## src/rtl/pong_pkg.sv

```systemverilog
// Shared types and constants for the pong score path.
// Used by the goal counters and by the top-level win/lose logic.
package pong_pkg;

    typedef enum logic [1:0] {
        ARMED      = 2'd0,
        HOLDOFF    = 2'd1,
        WAIT_CLEAR = 2'd2
    } goal_state_t;

    localparam int BCD_W         = 4;
    localparam int SCORE_W       = 4;
    localparam int WIN_THRESHOLD = 7;

    localparam logic [SCORE_W-1:0] SCORE_BIN_MAX = 4'd15;

    // Decimal value of a two-digit BCD score, 0..99.
    function automatic logic [6:0] bcd_to_bin(input logic [BCD_W-1:0] tens,
                                              input logic [BCD_W-1:0] ones);
        return ({3'b000, tens} * 7'd10) + {3'b000, ones};
    endfunction

endpackage

```

## src/rtl/ir_debounce.sv

```systemverilog
// Two-flop synchroniser, polarity normalisation and persistence debouncer
// for one raw IR sensor. o_active = 1 means an object is in front of it.
module ir_debounce #(
    parameter int DEBOUNCE_CYCLES = 1_000_000,
    parameter bit ACTIVE_LOW      = 1'b1
) (
    input  logic clk,
    input  logic i_srst,
    input  logic i_raw,
    output logic o_active
);

    localparam logic [23:0] DB_LAST = 24'(DEBOUNCE_CYCLES - 1);

    logic        r_sync1;
    logic        r_sync2;
    logic        r_active;
    logic [23:0] r_cnt;
    logic        w_level;

    assign w_level  = r_sync2 ^ ACTIVE_LOW;
    assign o_active = r_active;

    // Synchroniser resets to the raw idle level so no false edge follows reset.
    always_ff @(posedge clk) begin
        if (i_srst) begin
            r_sync1 <= ACTIVE_LOW;
            r_sync2 <= ACTIVE_LOW;
        end else begin
            r_sync1 <= i_raw;
            r_sync2 <= r_sync1;
        end
    end

    always_ff @(posedge clk) begin
        if (i_srst) begin
            r_active <= 1'b0;
            r_cnt    <= '0;
        end else if (w_level == r_active) begin
            r_cnt <= '0;
        end else if (r_cnt == DB_LAST) begin
            r_active <= ~r_active;
            r_cnt    <= '0;
        end else begin
            r_cnt <= r_cnt + 24'd1;
        end
    end

endmodule

```

## src/rtl/ir_goal_debounce_counter.sv

```systemverilog
// Goal detector for one IR goal sensor: debounced rise -> one counted goal,
// followed by a lockout and a wait for the ball to leave the sensor.
module ir_goal_debounce_counter
    import pong_pkg::*;
#(
    parameter int DEBOUNCE_CYCLES = 1_000_000,
    parameter int HOLDOFF_CYCLES  = 50_000_000,
    parameter bit ACTIVE_LOW      = 1'b1,
    parameter int MAX_SCORE       = 99
) (
    input  logic               clk_100MHz,
    input  logic               reset,
    input  logic               ir_sensor,
    input  logic               enable,
    output logic [BCD_W-1:0]   counter_1s,
    output logic [BCD_W-1:0]   counter_10s,
    output logic [SCORE_W-1:0] score_binary,
    output logic               goal_pulse,
    output logic               sensor_active
);

    localparam logic [26:0] HOLD_LAST = 27'(HOLDOFF_CYCLES - 1);
    localparam logic [6:0]  SCORE_CAP = 7'(MAX_SCORE);

    logic               w_active;
    logic               r_active_prev;
    logic               r_rise;
    goal_state_t        r_state;
    logic [26:0]        r_hold_cnt;
    logic [BCD_W-1:0]   r_ones;
    logic [BCD_W-1:0]   r_tens;
    logic [SCORE_W-1:0] r_bin;
    logic               r_goal;
    logic [6:0]         w_score_dec;

    ir_debounce #(
        .DEBOUNCE_CYCLES (DEBOUNCE_CYCLES),
        .ACTIVE_LOW      (ACTIVE_LOW)
    ) u_debounce (
        .clk      (clk_100MHz),
        .i_srst   (reset),
        .i_raw    (ir_sensor),
        .o_active (w_active)
    );

    assign w_score_dec   = bcd_to_bin(r_tens, r_ones);
    assign counter_1s    = r_ones;
    assign counter_10s   = r_tens;
    assign score_binary  = r_bin;
    assign goal_pulse    = r_goal;
    assign sensor_active = w_active;

    always_ff @(posedge clk_100MHz) begin
        if (reset) begin
            r_active_prev <= 1'b0;
            r_rise        <= 1'b0;
        end else begin
            r_active_prev <= w_active;
            r_rise        <= w_active & ~r_active_prev;
        end
    end

    always_ff @(posedge clk_100MHz) begin
        if (reset) begin
            r_state    <= ARMED;
            r_hold_cnt <= '0;
            r_ones     <= '0;
            r_tens     <= '0;
            r_bin      <= '0;
            r_goal     <= 1'b0;
        end else begin
            r_goal <= 1'b0;
            case (r_state)
                ARMED: begin
                    if (r_rise && enable) begin
                        r_goal     <= 1'b1;
                        r_hold_cnt <= '0;
                        r_state    <= HOLDOFF;
                        // At the cap the strobe still fires but the digits hold.
                        if (w_score_dec < SCORE_CAP) begin
                            if (r_ones == 4'd9) begin
                                r_ones <= '0;
                                r_tens <= r_tens + 4'd1;
                            end else begin
                                r_ones <= r_ones + 4'd1;
                            end
                            if (r_bin != SCORE_BIN_MAX) begin
                                r_bin <= r_bin + 4'd1;
                            end
                        end
                    end
                end
                HOLDOFF: begin
                    if (r_hold_cnt == HOLD_LAST) begin
                        r_hold_cnt <= '0;
                        r_state    <= WAIT_CLEAR;
                    end else begin
                        r_hold_cnt <= r_hold_cnt + 27'd1;
                    end
                end
                WAIT_CLEAR: begin
                    if (!w_active) begin
                        r_state <= ARMED;
                    end
                end
                default: begin
                    r_state <= ARMED;
                end
            endcase
        end
    end

endmodule
```

## config.mk

```make
export PLATFORM = sky130hd
export DESIGN_NAME = ir_goal_debounce_counter
export DESIGN_NICKNAME = d
export VERILOG_FILES = /design/src/rtl/pong_pkg.sv /design/src/rtl/ir_debounce.sv /design/src/rtl/ir_goal_debounce_counter.sv
export SDC_FILE = /design/constraint.sdc
export NUM_CORES = 1
export LEC_CHECK = 0
export CAP_MARGIN = 10
export CORE_ASPECT_RATIO = 1.1
export CORE_MARGIN = 2
export CORE_UTILIZATION = 54
export DETAILED_ROUTE_END_ITERATION = 8
export MAX_ROUTING_LAYER = met4
export PLACE_DENSITY = 0.76
export SYNTH_ARGS = -nofsm -noshare
export SYNTH_HDL_FRONTEND = slang
export SYNTH_SLANG_ARGS = --single-unit
```

## constraint.sdc

```tcl
create_clock -name clk_100MHz -period 2.7 [get_ports clk_100MHz]
set_input_delay 0.27 -clock clk_100MHz [delete_from_list [all_inputs] [get_ports clk_100MHz]]
set_output_delay 0.27 -clock clk_100MHz [all_outputs]
set_load 0.01 [all_outputs]
```

==> impl_results.md <==
- Detail Route met2 WL: 3472 um
- Post-Syn Area: 3486 um2
- Slew Limit Fails: 0
- Die X-Extent: 80.61 um
- Data required, critical path: 2.92 ns
- Fraction of layout cells with a size suffix above 1: 9.213%
- CTS tree: built
- Unique masters post-synth: 49
- Post-layout minimum cycle time: 2.621 ns
- Outcome: finished clean
- Placer Congestion: 0.8742
- Clock Path Buffers: 2
- CP Launch Type: flip-flop
- Std cell rows: 30
- Lkg Pwr: 1.434 nW
- Fmax: 381.6 MHz
- Fin crit share: 97.06%
- Top layer in use: met4
- Clock sinks: 71
- DRC: 0
- DR WL/cell: 13.40 um
- Avg Cell Area, Syn: 8.523 um2
- Remaining Overflow, GRT: 0
- Peak VDD IR: 0.3638 mV
- Final HPWL DP: 5018 um
- Max Cap Viol: 0
- Count of final hold-check violations: 0
- Worst hold start: r_active_prev
- Crit. Startpoint: counter_10s[1]
- Largest net degree at the start of global routing: 25
- Total core area: 6193 um2
- Number of global-route vias before repair: 2,837
- H-tree depth: 3
- R2R cell count: 9
- Hold-critical path depth: 1
- Latest clock arrival within the worst-skew pair: 0.34 ns
- CTS Buf Count: 9
- Io pins: 18
- TNS Setup: 0 ns
- Worst Skew: 0.007864 ns
- Via-to-Cell Ratio: 5.653
- Filler cell count: 533
- Pre-CTS setup slack: 0.01487 ns
- Global-route wire length before repair: 12,340 um
- Pwr/cell area: 470.1 nW/um2
- Iteration-0 DRC Markers: 107
- RSZ-0062 raised after global routing: false
- Asr flop ratio synth: 0%
- Least-Margin Pin Slew: 0.6537 ns
- Sequential area share after synthesis: 40.78%
- Largest fanout on the critical path: 11
- Final Setup Violations: 0
- Routed Antenna Nets: 0
- Fin worst setup slack: 0.07935 ns
- Starting density of the core: 56.28%
- Met3 WL: 213 um
- CTS clk-pin slew, worst paths: 0.07 ns
- Fin nets: 457
- Final WL: 7033 um
- Crit Path Class: reg -> reg
- Via count: 2,968
- Post-CTS Hold Buffers: 0
- Ys Warns: 0
- Max transition margin: 56.42%
- Crit end category: flip-flop
- Post-synth EDFFs: 0
- Primary FF master, synth: dfxtp_1
- Met1 Wirelength: 3199 um
- Initial antenna violation count: 0
- Number of diodes: 0
- DR pass1 iterations: 5
- Root Buffer: clkbuf_8
- Vert. Die Dim: 88.27 um
- Port bufs: 17
- Hold Crit Class: reg -> reg
- Post-Syn Instances: 409
- FF-to-FF Start: counter_10s[1]
- GR Util All Layers: 22.66%
- Area of the die: 7115 um2
- Syn nets: 425
- Data arrival, critical path: 2.84 ns
- Seq cells post-synth: 71
- Synthesis-to-layout area growth: 15.43%
[worst max-delay path, cell delays in order, from the launching register on]
cell and delay [ns]:
dfxtp_1 0.32, ha_1 0.27, ha_1 0.14, inv_1 0.05
fa_1 0.56, nor4b_1 0.08, a41o_1 0.25, buf_4 0.18
a311oi_4 0.31, mux2_1 0.35
[cell usage in the layout, fill, tap and decap left out, types with 3 or more instances in the layout]
cell type        count
nor2_1              72
o31ai_1              3
xnor2_1             14
clkbuf_8            10
nor2b_1             10
o21ai_0             10
and2_1               3
a31oi_1              4
clkdlybuf4s50_1     17
nor4b_1              5
xor2_1              27
a21oi_1             18
buf_4               15
nand2_1             29
inv_1               11
nor4_1               5
ha_1                10
nand4_1             20
nor3_1               9
or3_1                8
nand3_1             21
dfxtp_1             70
and3_1              12
[cell families after synthesis]
family                   count (synthesis)  share of synthesized area (%)
adder cells (fa/ha/maj)                 12                          4.738
flip-flops                              71                          40.78
AO/OA/AOI/OAI                           49                          9.117
multiplexers                             5                          1.579
XOR/XNOR                                42                          10.77
buffers and inverters                   22                          2.584
AND/OR/NAND/NOR                        208                          30.44
[cells in the mapped netlist (all sizes together) (8+ instances only)]
cell,n,area (um2)
nor2,72,270.3
ha,10,125.1
nor2b,10,62.56
xnor2,14,122.6
nand3,22,115.1
inv,11,41.29
dfxtp,71,1421
nor3,10,55.05
o21ai,12,67.57
xor2,28,252.8
nand2,29,108.9
nand4,20,125.1
and3,12,75.07
or3,8,50.05
a21oi,18,90.09
[layer usage]
| metal | vias to the layer above | track usage [%] |
|---|---|---|
| li1 | 1489 | - |
| met1 | 1411 | 27.68 |
| met2 | 53 | 36.29 |
| met3 | 15 | 3.980 |
| met4 | 0 | 11.09 |
| met5 | - | - |
[area by class of cell]
type | instances | area [um2] | share of cell area, %
clock buffer | 12 | 145.1 | 3.607
inverter | 11 | 41.29 | 1.026
clock inverter | 3 | 43.79 | 1.088
multi-input combinational | 316 | 1986 | 49.35
timing repair buffer | 32 | 282.8 | 7.027
tap | 80 | 100.1 | 2.488
sequential | 71 | 1425 | 35.42
[what timing repair did]
action,4_1_cts,5_1_grt
gates resized for setup,0,3
setup endpoints to repair,1,7
pin swaps,1,2
buffers inserted,1,0
[state kept, by name (all words and copies together), names as in the netlist, 2 cells and up]
signal,count
counter_10s,4
counter_1s,4
r_hold_cnt,27
r_state,2
score_binary,4
u_debounce.r_cnt,24
[power breakdown]
part | internal, mW | total, mW | switching, mW
Sequential | 1.05 | 1.05 | 0.000870
Combinational | 0.00957 | 0.0264 | 0.0168
Clock | 0.448 | 0.817 | 0.369
Total | 1.50 | 1.89 | 0.387
[path summary, 6_finish.rpt]
kind / end / slack [ns]
max: score_binary[0] / 0.08
min: r_rise / 0.38
max reg2reg: score_binary[0] / 0.08
min reg2reg: r_rise / 0.38
[metrics by stage]
stage                     hold slack [ns]  power (mW)  utilization [%]  instances  area [um2]
after floorplan                    0.3674       1.090                -        409        3486
after global placement             0.3734       1.100            61.56        509        3812
after detailed placement           0.3797       1.100            61.56        509        3812
after CTS                          0.3882       1.915            64.73        525        4009
after global routing               0.4000       1.974            64.97        525        4024
final                              0.3837       1.892            64.97        525        4024
Note: power is estimated with default switching activity, not from simulation.
